--- src/rtl/midi_note_alloc.sv ---
// midi_note_alloc: MIDI byte parser feeding a DDS voice slot allocator.
// Ports: i_clk, i_res (async, active-high); i_midi_data/i_midi_valid/o_ready
// byte input; o_note_addr/o_note_en/o_add_val/o_note_wren DDS note RAM write;
// o_overflow pulses when a Note On finds no free slot.
// Build option: define MIDI_OMNI_EN to accept all 16 channels and match
// slots on note plus channel (default: single channel P_MIDI_CH, note only).
module midi_note_alloc #(
    parameter logic [3:0] P_MIDI_CH = 4'd0,
    parameter int         P_SLOTS   = 64
) (
    input  logic        i_clk,
    input  logic        i_res,
    input  logic [7:0]  i_midi_data,
    input  logic        i_midi_valid,
    output logic        o_ready,
    output logic [5:0]  o_note_addr,
    output logic        o_note_en,
    output logic [23:0] o_add_val,
    output logic        o_note_wren,
    output logic        o_overflow
);

    typedef enum logic [1:0] {WAIT_STAT, WAIT_D1, WAIT_D2} pstate_t;
    typedef enum logic [1:0] {IDLE, SCAN, WRITE, INIT} astate_t;

    localparam logic [5:0] LAST = 6'(P_SLOTS - 1);

    // Phase increment for note n at a 562.5 kHz DDS with a 26-bit phase
    // fraction; evaluated at elaboration only.
    function automatic logic [23:0] lut_val(input int n);
        real f;
        int  d;
        f = 29527900160.0 / 562500.0;
        d = n - 69;
        while (d >= 12) begin
            f = f * 2.0;
            d = d - 12;
        end
        while (d < 0) begin
            f = f / 2.0;
            d = d + 12;
        end
        for (int i = 0; i < d; i++) begin
            f = f * 1.0594630943592953;
        end
        return 24'($rtoi(f + 0.5));
    endfunction

    logic [23:0] lut [128];

    for (genvar g = 0; g < 128; g++) begin : g_lut
        localparam logic [23:0] LV = lut_val(g);
        assign lut[g] = LV;
    end

    pstate_t pstate;
    astate_t astate;
    logic [7:0] rs;
    logic       rs_valid;
    logic [6:0] d1;

    logic [P_SLOTS-1:0]      slot_valid;
    logic [P_SLOTS-1:0][6:0] slot_note;
`ifdef MIDI_OMNI_EN
    logic [P_SLOTS-1:0][3:0] slot_ch;
    logic [3:0]              cur_ch;
`endif

    logic [6:0] cur_note;
    logic       cur_on;
    logic [5:0] scan_idx;
    logic [5:0] init_idx;
    logic       match_found;
    logic       free_found;
    logic [5:0] match_idx;
    logic [5:0] free_idx;

    logic       accept;
    logic       is_rt;
    logic       is_sys;
    logic       one_data;
    logic       ch_ok;
    logic       start;
    logic       hit;
    logic       m_found;
    logic       f_found;
    logic [5:0] m_idx;
    logic [5:0] f_idx;

    assign o_ready = (astate == IDLE);

    always_comb begin
        accept   = i_midi_valid && o_ready;
        is_rt    = (i_midi_data[7:3] == 5'b11111);
        is_sys   = (i_midi_data[7:3] == 5'b11110);
        // 0xCn and 0xDn carry a single data byte
        one_data = (rs[7:5] == 3'b110);
`ifdef MIDI_OMNI_EN
        ch_ok    = 1'b1;
`else
        ch_ok    = (rs[3:0] == P_MIDI_CH);
`endif
        // final data byte of a Note On / Note Off on an accepted channel
        start    = accept && !i_midi_data[7] && (pstate == WAIT_D2)
                && (rs[7:5] == 3'b100) && ch_ok;
        hit      = slot_valid[scan_idx] && (slot_note[scan_idx] == cur_note);
`ifdef MIDI_OMNI_EN
        hit      = hit && (slot_ch[scan_idx] == cur_ch);
`endif
        // running results including the slot visited this cycle
        m_found  = match_found || hit;
        m_idx    = match_found ? match_idx : scan_idx;
        f_found  = free_found || !slot_valid[scan_idx];
        f_idx    = free_found ? free_idx : scan_idx;
    end

    always_ff @(posedge i_clk or posedge i_res) begin
        if (i_res) begin
            pstate      <= WAIT_STAT;
            rs          <= '0;
            rs_valid    <= 1'b0;
            d1          <= '0;
            astate      <= INIT;
            init_idx    <= '0;
            scan_idx    <= '0;
            cur_note    <= '0;
            cur_on      <= 1'b0;
            match_found <= 1'b0;
            free_found  <= 1'b0;
            match_idx   <= '0;
            free_idx    <= '0;
            slot_valid  <= '0;
            slot_note   <= '0;
`ifdef MIDI_OMNI_EN
            slot_ch     <= '0;
            cur_ch      <= '0;
`endif
            o_note_addr <= '0;
            o_note_en   <= 1'b0;
            o_add_val   <= '0;
            o_note_wren <= 1'b0;
            o_overflow  <= 1'b0;
        end else begin
            o_note_wren <= 1'b0;
            o_overflow  <= 1'b0;

            if (accept) begin
                if (is_rt) begin
                    // real-time bytes pass through without side effects
                end else if (is_sys) begin
                    rs_valid <= 1'b0;
                    pstate   <= WAIT_STAT;
                end else if (i_midi_data[7]) begin
                    rs       <= i_midi_data;
                    rs_valid <= 1'b1;
                    pstate   <= WAIT_D1;
                end else begin
                    case (pstate)
                        WAIT_STAT: begin
                            if (rs_valid && !one_data) begin
                                d1     <= i_midi_data[6:0];
                                pstate <= WAIT_D2;
                            end
                        end
                        WAIT_D1: begin
                            if (one_data) begin
                                pstate <= WAIT_STAT;
                            end else begin
                                d1     <= i_midi_data[6:0];
                                pstate <= WAIT_D2;
                            end
                        end
                        WAIT_D2: pstate <= WAIT_STAT;
                        default: pstate <= WAIT_STAT;
                    endcase
                end
            end

            case (astate)
                INIT: begin
                    o_note_addr <= init_idx;
                    o_note_en   <= 1'b0;
                    o_add_val   <= '0;
                    o_note_wren <= 1'b1;
                    init_idx    <= init_idx + 6'd1;
                    // WRITE holds o_ready low while the last clear is shown
                    if (init_idx == LAST) begin
                        astate <= WRITE;
                    end
                end
                IDLE: begin
                    if (start) begin
                        cur_note    <= d1;
                        cur_on      <= rs[4] && (i_midi_data[6:0] != 7'd0);
`ifdef MIDI_OMNI_EN
                        cur_ch      <= rs[3:0];
`endif
                        scan_idx    <= '0;
                        match_found <= 1'b0;
                        free_found  <= 1'b0;
                        astate      <= SCAN;
                    end
                end
                SCAN: begin
                    match_found <= m_found;
                    match_idx   <= m_idx;
                    free_found  <= f_found;
                    free_idx    <= f_idx;
                    scan_idx    <= scan_idx + 6'd1;
                    if (scan_idx == LAST) begin
                        astate <= WRITE;
                        if (cur_on) begin
                            if (m_found) begin
                                o_note_addr <= m_idx;
                                o_note_en   <= 1'b1;
                                o_add_val   <= lut[cur_note];
                                o_note_wren <= 1'b1;
                            end else if (f_found) begin
                                o_note_addr           <= f_idx;
                                o_note_en             <= 1'b1;
                                o_add_val             <= lut[cur_note];
                                o_note_wren           <= 1'b1;
                                slot_valid[f_idx]     <= 1'b1;
                                slot_note[f_idx]      <= cur_note;
`ifdef MIDI_OMNI_EN
                                slot_ch[f_idx]        <= cur_ch;
`endif
                            end else begin
                                o_overflow <= 1'b1;
                            end
                        end else if (m_found) begin
                            o_note_addr       <= m_idx;
                            o_note_en         <= 1'b0;
                            o_add_val         <= '0;
                            o_note_wren       <= 1'b1;
                            slot_valid[m_idx] <= 1'b0;
                        end
                    end
                end
                WRITE: astate <= IDLE;
                default: astate <= IDLE;
            endcase
        end
    end

endmodule

--- config.mk ---
export PLATFORM = sky130hd
export DESIGN_NAME = midi_note_alloc
export DESIGN_NICKNAME = d
export VERILOG_FILES = /design/src/rtl/midi_note_alloc.sv
export SDC_FILE = /design/constraint.sdc
export NUM_CORES = 1
export LEC_CHECK = 0
export ABC_CLOCK_PERIOD_IN_PS = 70200
export CAP_MARGIN = 20
export CORE_ASPECT_RATIO = 0.5
export CORE_UTILIZATION = 30
export DETAILED_ROUTE_END_ITERATION = 16
export GPL_TIMING_DRIVEN = 0
export PLACE_DENSITY = 0.49
export SKIP_LAST_GASP = 1
export SYNTH_ARGS = -nofsm -noshare
export SYNTH_HDL_FRONTEND = slang
export SYNTH_SLANG_ARGS = --single-unit
--- constraint.sdc ---
create_clock -name i_clk -period 70.2 [get_ports i_clk]
set_input_delay 17.55 -clock i_clk [delete_from_list [all_inputs] [get_ports i_clk]]
set_output_delay 17.55 -clock i_clk [all_outputs]
set_load 0.01 [all_outputs]
=== After elaboration in Yosys (flattened, before gate mapping) ===
Memories as Yosys holds them, arrays and structs flattened.
Cells that the tools add are included.

* Bits in registers: 599
* Bits in latches: 0
* Bits in writable memories: 0
* Memory bits (read-only): 3072
* Input port bits: 11
* Output and inout port bits: 34
* Logic and storage cells: 223
* Memories: 1

{| class="wikitable"
|+ Memories
! name !! depth !! width !! read ports !! clocked after memory_dff !! wr ports !! RTL line !! source
|-
| (name not given) || 128 || 24 || 1 || 0 || 0 || 221 || <nowiki>o_add_val <= lut[cur_note];</nowiki>
|}

* Add/subtract/negate cells: 2
* Multiply operators: 0
* Div/mod/pow operators: 0
* Order comparisons: 6
* Equal/unequal tests: 21
* Shift-type cells: 0
* Multiplexer cells: 67
* Bitwise gates (word level): 8
* Reduce and logical (&&, ||, !) cells: 35

{| class="wikitable"
|+ Operator list
! operator !! number
|-
| bitwise mux 448 bit || 1
|-
| two-way mux 64 bit || 4
|-
| two-way mux 24 bit || 7
|-
| AND 64 bit || 1
|-
| inverter 64 bit || 1
|-
| bitwise OR 64 bit || 1
|-
| two-way mux 6 bit || 8
|-
| one-hot mux 24 bit (2 select lines) || 1
|-
| binary-select mux 7 bit (select 6 bit) || 1
|-
| demux 7 bit (select 6 bit) || 1
|-
| two-way mux 7 bit || 4
|-
| one-hot mux 6 bit (2 select lines) || 2
|-
| < comparator 6 x 7 -> 1 bit, second input constant || 3
|-
| two-way mux 1 bit || 21
|-
| two-way mux 2 bit || 7
|-
| one-hot mux 7 bit (2 select lines) || 1
|-
| adder 6 x 1 -> 6 bit, second input constant || 2
|-
| demux 1 bit (select 6 bit) || 2
|-
| equality test 6 bit, second input constant || 2
|-
| greater-or-equal comparator 6 x 1 -> 1 bit, second input constant || 2
|-
| nonzero test 2 bit || 6
|-
| equality test 5 bit, second input constant || 2
|-
| logical AND 1 bit || 10
|-
| inequality test 2 bit, second input constant || 5
|-
| other kinds (24) || 44
|}

=== Depth between registers and ports, before layout ===
Gate-level depths: netlist (run 1).

* Depth in word-level cells: 9
* Gate-level depth with buffers: 16
* Gate-level depth less buffers: 11

=== Worst setup path before layout (run 1) ===
No wires, ideal clock.

* Path type: input -> register
* Start: input i_midi_valid
* End: register d1[0]
* Arrival: 19.424 ns
* Data required time: 70.075 ns
* Slack: 50.651 ns
* Cell stages on the path: 3
* Path through: nand2_1 a2111oi_0 mux2_2

* Cells in the longest elaborated chain, start to end: 2

{| class="wikitable"
|+ RTL lines
! item !! RTL line !! source
|-
| start, declared || 14 || <nowiki>input logic i_midi_valid,</nowiki>
|-
| logical AND 1 bit || 93 || <nowiki>accept = i_midi_valid && o_ready;</nowiki>
|-
| AND reduction 7 bit (no line) || -- ||
|-
| end signal, assigned || 161 || <nowiki>d1 <= i_midi_data[6:0];</nowiki>
|-
| end signal, assigned || 169 || <nowiki>d1 <= i_midi_data[6:0];</nowiki>
|-
| end, declared || 60 || <nowiki>logic [6:0] d1;</nowiki>
|}

Every way passes these cells.
A chain may end at the register's enable or synchronous reset.

=== Worst setup path after layout (run 1) ===
* Start: register astate[1]
* End: output o_ready

* Cells in the longest elaborated chain, start to end: 1

{| class="wikitable"
|+ RTL lines
! item !! RTL line !! source
|-
| start, declared || 57 || <nowiki>astate_t astate;</nowiki>
|-
| start signal, assigned || 123 || <nowiki>astate <= INIT;</nowiki>
|-
| start signal, assigned || 188 || <nowiki>astate <= WRITE;</nowiki>
|-
| start signal, assigned || 201 || <nowiki>astate <= SCAN;</nowiki>
|-
| logical NOT 2 bit || 90 || <nowiki>assign o_ready = (astate == IDLE);</nowiki>
|-
| end, declared || 15 || <nowiki>output logic o_ready,</nowiki>
|}

Every way passes these cells.

==> results_tabular.tex, run 1 <==
\begin{tabular}{lr}
\hline
Metric & Value \\
\hline
\multicolumn{2}{l}{\textbf{Detailed routing}} \\
Routed wire length & 126000 microns \\
Average detailed-routed wire length per instance & roughly 30 microns \\
Vias/cell & 5.75 \\
Routed Antenna Nets & 0 \\
DRC violation count after routing & 0 \\
First-pass iteration count of the detailed router & 6 \\
Total vias in the final route & 23400 \\
Number of DRC markers after the initial detailed-route iteration & 2419 \\
\multicolumn{2}{l}{\textbf{Clock tree}} \\
Clock tree sinks & 596 \\
CTS Root Buffer Type & clkbuf\_16 \\
Clock tree from TritonCTS & done \\
Worst skew pair latency & 670 ps \\
Cts bufs inserted & 59 \\
Post-CTS sizing & 0 \\
Deepest level of the CTS H-tree & 2 \\
Clk pin slew, worst setup/hold paths & $\sim$60 ps \\
\# Post-CTS Setup Buffers & 0 \\
Number of hold buffers added after CTS & 0 \\
Buffer levels on the longest clock path & 3 \\
\multicolumn{2}{l}{\textbf{Cells and area}} \\
Synthesis-to-finish area growth & 14.7\% \\
Share of post-route cells with drive strength above 1 & 0.305 \\
Most common library cell in the layout ignoring fill and taps & dfrtp\_1 \\
Most used cells in the layout excluding fill and tap cells & dfrtp\_1, mux2\_2, nand2\_1, o21ai\_0, clkbuf\_1 \\
Final Cell Area & $\sim$35000 sq um \\
\# nets final & 2702 \\
\multicolumn{2}{l}{\textbf{Timing}} \\
Post-layout worst setup margin & 50840 ps \\
Worst Clk Skew & 40.4 ps \\
Setup TNS & 0 ps \\
RSZ-0062 raised after global routing & no \\
Slew at the pin with the worst max-slew slack & 1270 ps \\
Final number of max-transition violations & 0 \\
Tmin final & 19360 ps \\
Worst slew margin relative to its limit & 0.153 \\
Final-report hold violation count & 0 \\
Achievable Freq & roughly 52 MHz \\
Final Hold Slack & 460 ps \\
Final-report setup violation count & 0 \\
Share of the clock period used by the worst path after layout & 0.276 \\
\multicolumn{2}{l}{\textbf{Synth}} \\
Proportion of synthesized area in mux cells & 0.273 \\
Main combinational cell family by area after synthesis & multiplexers \\
Number of distinct library cells after synthesis & 83 \\
Top\_reg\_cell synth & dfrtp\_1 \\
Number of flip-flops and latches in the synthesized netlist & 596 \\
Post-Synthesis Cell Area & 30700 sq um \\
Cells after Synth & 2556 \\
Area share of and/or/nand/nor cells after synthesis & 0.103 \\
Yosys warns & 0 \\
Register area share after synthesis & 0.485 \\
Proportion of synthesized flip-flops having asynchronous set or reset & 1.00 \\
Post-Synth Adder-Cell Area & 0.00448 \\
Synth Area in XOR/XNOR & 0.00256 \\
Synthesized-area fraction occupied by ao, oa, aoi and oai cells & 0.0940 \\
Number of synthesized flops with an enable pin & 0 \\
Syn Area/Cell & 12.0 sq um \\
\multicolumn{2}{l}{\textbf{Status}} \\
Outcome & completed \\
\multicolumn{2}{l}{\textbf{Floorplanning}} \\
Placeable core region & 101000 sq um \\
Top-level I/O count & 45 \\
Initial standard-cell utilization of the core & 0.305 \\
Die Y-Extent & 228 microns \\
Row Count & 82 \\
Die footprint & 104000 sq um \\
X dimension of the die & 455 microns \\
\multicolumn{2}{l}{\textbf{Global routing}} \\
Met2 usage & 0.371 \\
Wire length of the first global-routing pass & 179000 microns \\
Met1 track utilization from global routing & 0.327 \\
Via count of the first global-routing pass & 23800 \\
Largest net degree at the start of global routing & 124 \\
Layer carrying the most global-route usage & met2 \\
Met3 usage & 0.0536 \\
Overflow left after global routing & 0 \\
Overall fraction of global-route tracks in use & 0.241 \\
Initial antenna violation count & 4 \\
\multicolumn{2}{l}{\textbf{Placed design}} \\
RD Place Congestion & roughly 0.98 \\
Placed inst area & 33200 sq um \\
Estimated wirelength of the detail-placed design & just under 90000 microns \\
\# port buffers & 41 \\
Worst slack at placement & 50280 ps \\
\multicolumn{2}{l}{\textbf{Worst setup path}} \\
Critical path required time & around 53000 ps \\
Critical Path AT & 1810 ps \\
Critical Setup Path Class & flop to primary output \\
Critical path startpoint category & flop \\
Kind of end point of the critical path & primary output \\
Maximum fanout count along the critical path & 8 \\
\multicolumn{2}{l}{\textbf{Power and ir drop}} \\
Leakage component of the power & 16.2 nW \\
Power per standard cell area & 25.4 nW/um\^{}2 \\
Worst vdd rail ir drop & 0.0219 mV \\
\multicolumn{2}{l}{\textbf{Min path}} \\
Worst min-delay path class & flop to flop \\
\multicolumn{2}{l}{\textbf{Job}} \\
Reported max-cap violation count & 0 \\
\hline
\end{tabular}
==> cell usage after synthesis, drive strengths merged (54+ instances only) <==
master  count  area share
nand4      58       0.022
mux4      106       0.078
mux2      469        0.17
a21oi     101       0.017
dfrtp     594        0.48
o21ai     149       0.024
clkbuf    131       0.016
nor2      121       0.015
nand3      63       0.014
buf        74       0.015
nand2     219       0.027
inv        54      0.0066
mux2i      71       0.023
==> final cells by class <==
type	instances	area, sq um
Antenna cell	1	2.50
Buffer	205	946
Clock buffer	85	1700
Clock inverter	26	359
Fill cell	10000	65600
Inverter	56	218
Multi-Input combinational cell	1701	14700
Sequential cell	596	14900
Tap cell	1344	1680
Timing Repair Buffer	61	713
==> flip-flops by register name, indices dropped and copies added (netlist names) <==
register / flops
astate: 2
cur_note: 7
cur_on: 1
d1: 7
free_found: 1
free_idx: 6
init_idx: 6
match_found: 1
match_idx: 6
o_add_val: 21
o_note_addr: 6
o_note_en: 1
o_note_wren: 1
o_overflow: 1
pstate: 2
rs: 8
rs_valid: 1
scan_idx: 6
slot_note: 448
slot_valid: 64
==> per-stage QoR <==
step / cells / total power (W) / util
after CTS: 4072 / 0.000897 / 0.349
after floorplan: 2558 / 0.000463 / -
final: 4075 / 0.000895 / 0.349
after detailed placement: 3961 / 0.000551 / 0.329
after global routing: 4074 / 0.000922 / 0.349
after global placement: 3943 / 0.000551 / 0.326
==> critical path, stage by stage (launching register included) <==
cell             delay (ps)
dfstp_2                 590
nor2_1                   80
clkdlybuf4s50_1         490
==> power breakdown <==
part | leakage, nW | internal, W | switching (W) | total (W)
logic | 6.90 | 0.0000541 | 0.000146 | 0.000200
clock network | 1.02 | 0.000196 | 0.000150 | 0.000345
registers | 8.24 | 0.000347 | 0.00000260 | 0.000350
==> per-layer routing <==
metal | routed length [microns] | share of wire
met4 | 5930 | 0.047
met2 | 55600 | 0.44
met3 | 10400 | 0.083
met1 | 53700 | 0.43
met5 | 20 | 0.00016
==> kinds of logic after synthesis <==
logic type / after synthesis
other: 1
flip-flops: 596
XOR/XNOR: 9
buffers and inverters: 261
adder cells (fa/ha/maj): 11
multiplexers: 646
AO/OA/AOI/OAI: 453
AND/OR/NAND/NOR: 579
==> final timing paths <==
check | from | endpoint | slack (ps) | cells after the start
setup / recovery | astate[1]$_DFFE_PP1P_ | o_ready | 50840 | 2
min in group asynchronous | i_res | o_add_val[5]$_DFFE_PP0P_ | 17200 | 2
setup reg to reg | scan_idx[3]$_DFFE_PP0P_ | slot_note[69]$_DFFE_PP0P_ | 64310 | 14
hold / removal | rs[7]$_DFFE_PP0P_ | rs[7]$_DFFE_PP0P_ | 460 | 1
hold reg to reg | rs[7]$_DFFE_PP0P_ | rs[7]$_DFFE_PP0P_ | 460 | 1
max in group asynchronous | i_res | slot_note[269]$_DFFE_PP0P_ | 51070 | 5
Power figures use the tool's default switching activity.
==> inputs of run 2 (changes only) <==
ABC_CLOCK_PERIOD_IN_PS = 18500   (was 70200)
clock period = 18.5 ns   (was 70.2 ns; I/O delays follow)
==> run 2 against run 1 <==
Sequential share of layout area decreased by 0.16 points. Die area unchanged. Clock skew increased by 30 ps. Sequential power increased to 3.8 times the previous value. Final area increased by 0.39%. Via count increased by 0.47%. Largest power group unchanged. First-iteration DRC count increased by 8.2%. Non-clock buffer count increased by 8. Clock power increased to 3.8 times the previous value. Combinational power increased to 3.8 times the previous value.
==> results_tabular.tex, run 2 (synthesis results as in run 1) <==
\begin{tabular}{lr}
\hline
Metric & Value \\
\hline
\multicolumn{2}{l}{\textbf{Status}} \\
Outcome & completed (unchanged) \\
\multicolumn{2}{l}{\textbf{Worst setup path}} \\
Worst Reg2Reg Path Length in Cells & 15 (was 14) \\
Critical path startpoint category & flop (unchanged) \\
Reg2Reg Launch Point & scan\_idx[0]\$\_DFFE\_PP0P\_ (was scan\_idx[3]\$\_DFFE\_PP0P\_) \\
Crit path from & astate[0]\$\_DFFE\_PP1P\_ (was astate[1]\$\_DFFE\_PP1P\_) \\
Critical Path AT & 1830 ps (was 1810 ps) \\
Critical Setup Path Class & flop to primary output (unchanged) \\
Kind of end point of the critical path & primary output (unchanged) \\
Maximum fanout count along the critical path & 6 (was 8) \\
R2R setup slack & 12260 ps (was 64310 ps) \\
Critical path required time & 13880 ps (was 52650 ps) \\
Endpoint of the most critical register-to-register path & slot\_note[66]\$\_DFFE\_PP0P\_ (was slot\_note[69]\$\_DFFE\_PP0P\_) \\
\multicolumn{2}{l}{\textbf{Cells and area}} \\
Share of post-route cells with drive strength above 1 & 0.306 (was 0.305) \\
Final Cell Area & 35400 sq um (was 35200 sq um) \\
Most common library cell in the layout ignoring fill and taps & dfrtp\_1 (unchanged) \\
Registers with the highest flip-flop counts & slot\_note (448), slot\_valid (64), o\_add\_val (21) (unchanged) \\
Largest register by flop count & slot\_note (unchanged) \\
\# nets final & 2711 (was 2702) \\
Synthesis-to-finish area growth & 15.1\% (was 14.7\%) \\
Most used cells in the layout excluding fill and tap cells & dfrtp\_1, mux2\_2, nand2\_1, clkbuf\_1, o21ai\_0 (was dfrtp\_1, mux2\_2, nand2\_1, o21ai\_0, clkbuf\_1) \\
Number of non-filler instances in the completed layout & 4083 (was 4075) \\
Largest register FFs & 448 (unchanged) \\
\multicolumn{2}{l}{\textbf{Power and ir drop}} \\
Net load switching power & 0.00114 W (was 0.000298 W) \\
Cell-internal power & 0.00225 W (was 0.000597 W) \\
Leakage component of the power & 16.2 nW (about the same) \\
Switching portion of total power & 0.336 (was 0.333) \\
Clock network power share & 0.384 (was 0.386) \\
Relative contribution of sequential cells to total power & 0.392 (was 0.391) \\
Post-layout total power & 0.00339 W (was 0.000895 W) \\
Power per standard cell area & 95.8 nW/um\^{}2 (was 25.4 nW/um\^{}2) \\
Combinational group share of total power & 0.224 (was 0.223) \\
Worst vdd rail ir drop & 0.0855 mV (was 0.0219 mV) \\
\multicolumn{2}{l}{\textbf{Floorplanning}} \\
Die footprint & 104000 sq um (unchanged) \\
Die Y-Extent & 228 microns (unchanged) \\
X dimension of the die & 455 microns (unchanged) \\
Row Count & 82 (unchanged) \\
Placeable core region & 101000 sq um (unchanged) \\
Initial standard-cell utilization of the core & 0.305 (unchanged) \\
Top-level I/O count & 45 (unchanged) \\
\multicolumn{2}{l}{\textbf{Timing}} \\
Tmin final & between 6000 and 7000 ps \\
Worst slew margin relative to its limit & 0.172 (was 0.153) \\
Setup TNS & 0 ps (unchanged) \\
Final-report hold violation count & 0 (unchanged) \\
Share of the clock period used by the worst path after layout & 0.349 \\
Slew at the pin with the worst max-slew slack & 1240 ps (was 1270 ps) \\
Worst Clk Skew & 70.2 ps (was 40.4 ps) \\
Final-report setup violation count & 0 (unchanged) \\
Achievable Freq & $\sim$150 MHz \\
Final number of max-transition violations & 0 (unchanged) \\
RSZ-0062 raised after global routing & no (unchanged) \\
\multicolumn{2}{l}{\textbf{Global routing}} \\
Overall fraction of global-route tracks in use & 0.240 (was 0.241) \\
Largest net degree at the start of global routing & 43 (was 124) \\
Met2 usage & 0.372 (was 0.371) \\
Overflow left after global routing & 0 (unchanged) \\
Wire length of the first global-routing pass & 179000 microns (about the same) \\
Initial antenna violation count & 5 (was 4) \\
Layer carrying the most global-route usage & met2 (unchanged) \\
Via count of the first global-routing pass & 23600 (was 23800) \\
Met3 usage & 0.0373 (was 0.0536) \\
Met1 track utilization from global routing & 0.340 (was 0.327) \\
\multicolumn{2}{l}{\textbf{Detailed routing}} \\
Routed wire length & 126000 microns (about the same) \\
Routed Antenna Nets & 0 (unchanged) \\
Total vias in the final route & 23500 (was 23400) \\
First-pass iteration count of the detailed router & 8 (was 6) \\
DRC violation count after routing & 0 (unchanged) \\
Number of DRC markers after the initial detailed-route iteration & 2618 (was 2419) \\
Vias/cell & 5.76 (was 5.75) \\
Average detailed-routed wire length per instance & 30.8 microns (about the same) \\
\multicolumn{2}{l}{\textbf{Min path}} \\
Hold Crit Endpoint & rs[7]\$\_DFFE\_PP0P\_ (unchanged) \\
Hold Path Origin & rs[7]\$\_DFFE\_PP0P\_ (unchanged) \\
Hold path cells & 1 (unchanged) \\
Worst min-delay path class & flop to flop (unchanged) \\
\multicolumn{2}{l}{\textbf{Clock tree}} \\
Cts bufs inserted & 60 (was 59) \\
Worst skew pair latency & 700 ps (was 670 ps) \\
Clock tree sinks & 596 (unchanged) \\
Number of hold buffers added after CTS & 0 (unchanged) \\
\# Post-CTS Setup Buffers & 0 (unchanged) \\
Clk pin slew, worst setup/hold paths & 60 ps (about the same) \\
Clock tree from TritonCTS & done (unchanged) \\
Buffer levels on the longest clock path & 3 (unchanged) \\
Post-CTS sizing & 0 (unchanged) \\
Deepest level of the CTS H-tree & 2 (unchanged) \\
CTS Root Buffer Type & clkbuf\_16 (unchanged) \\
\multicolumn{2}{l}{\textbf{Placed design}} \\
Placed inst area & 33300 sq um (was 33200 sq um) \\
RD Place Congestion & 0.963 (was 0.976) \\
\# port buffers & 41 (unchanged) \\
Estimated wirelength of the detail-placed design & 89600 microns (was 88800 microns) \\
Placed cell count & 3970 (was 3961) \\
\multicolumn{2}{l}{\textbf{Job}} \\
Reported max-cap violation count & 0 (unchanged) \\
\hline
\end{tabular}
## run 2: changes by cell type in the layout (fill, tap and decap cells not counted), sizes merged
cell / previous run / this run
clkinv: 16 / 17
buf: 93 / 102
clkinvlp: 1 / 3
diode: 1 / 3
bufinv: 7 / 6
clkbuf: 217 / 214
inv: 58 / 56
## run 2: worst max-delay path by stage
| stage | end | slack [ps] |
|---|---|---|
| 6_report | o_ready | 12050 |
| 5_1_grt | o_ready | 11970 |
| 4_1_cts | o_ready | 12010 |
| 3_5_place_dp | slot_note[269]$_DFFE_PP0P_ | 11650 |
| 3_3_place_gp | slot_note[273]$_DFFE_PP0P_ | 1620 |
| 2_1_floorplan | cur_note[0]$_DFFE_PP0P_ | 5750 |
## run 2: layout make-up
cell class                      instances  area, sq um
Antenna cell                            3         7.51
Buffer                                205          945
Clock buffer                           83         1690
Clock inverter                         26          347
Fill cell                            9980        65500
Inverter                               56          214
Multi-Input combinational cell       1701        14700
Sequential cell                       596        14900
Tap cell                             1344         1680
Timing Repair Buffer                   69          883
## run 2: layer usage
| metal | vias up | wire length, microns |
|---|---|---|
| li1 | 9723 | - |
| met1 | 12500 | 55700 |
| met2 | 1022 | 56400 |
| met3 | 250 | 8510 |
| met4 | 0 | 4940 |
| met5 | - | 0 |
## run 2: worst max-delay path, stage by stage (launching register included)
cell and delay, ps:
dfstp_2 400, nor2_1 210, clkdlybuf4s50_1 590
## run 2: power by group through the flow
stage	clock network [W]	logic, W	registers (W)
floorplan	0	0.000407	0.00135
global route	0.00138	0.000783	0.00133
finish	0.00130	0.000761	0.00133
detailed placement	0	0.000742	0.00135
global placement	0	0.000731	0.00135
CTS	0.00132	0.000744	0.00133
## run 2: through the flow
stage | worst slack [ps] | util | hold WS (ps)
3_3_place_gp | 1620 | 0.326 | 446
6_report | 12050 | 0.351 | 475
2_1_floorplan | 5750 | - | 426
4_1_cts | 12010 | 0.351 | 475
5_1_grt | 11970 | 0.351 | 500
3_5_place_dp | 11650 | 0.330 | 453
==> inputs of run 3 (changes only) <==
ABC_CLOCK_PERIOD_IN_PS = 6400   (was 18500)
clock period = 6.4 ns   (was 18.5 ns; I/O delays follow)
==> results of run 3 <==
Same layout as run 2 (identical final DEF). Status: completed.
Among the figures that moved: setup slack after placement 11650 ps -> 275 ps; setup slack after layout 12050 ps -> 165 ps; start point of the critical path astate[0]$_DFFE_PP1P_ -> scan_idx[0]$_DFFE_PP0P_; end point of the critical path o_ready -> slot_note[66]$_DFFE_PP0P_; register-to-register setup slack 12260 ps -> 160 ps; total power 0.00339 W -> 0.00980 W; worst IR drop on VDD 0.0855 mV -> 0.247 mV
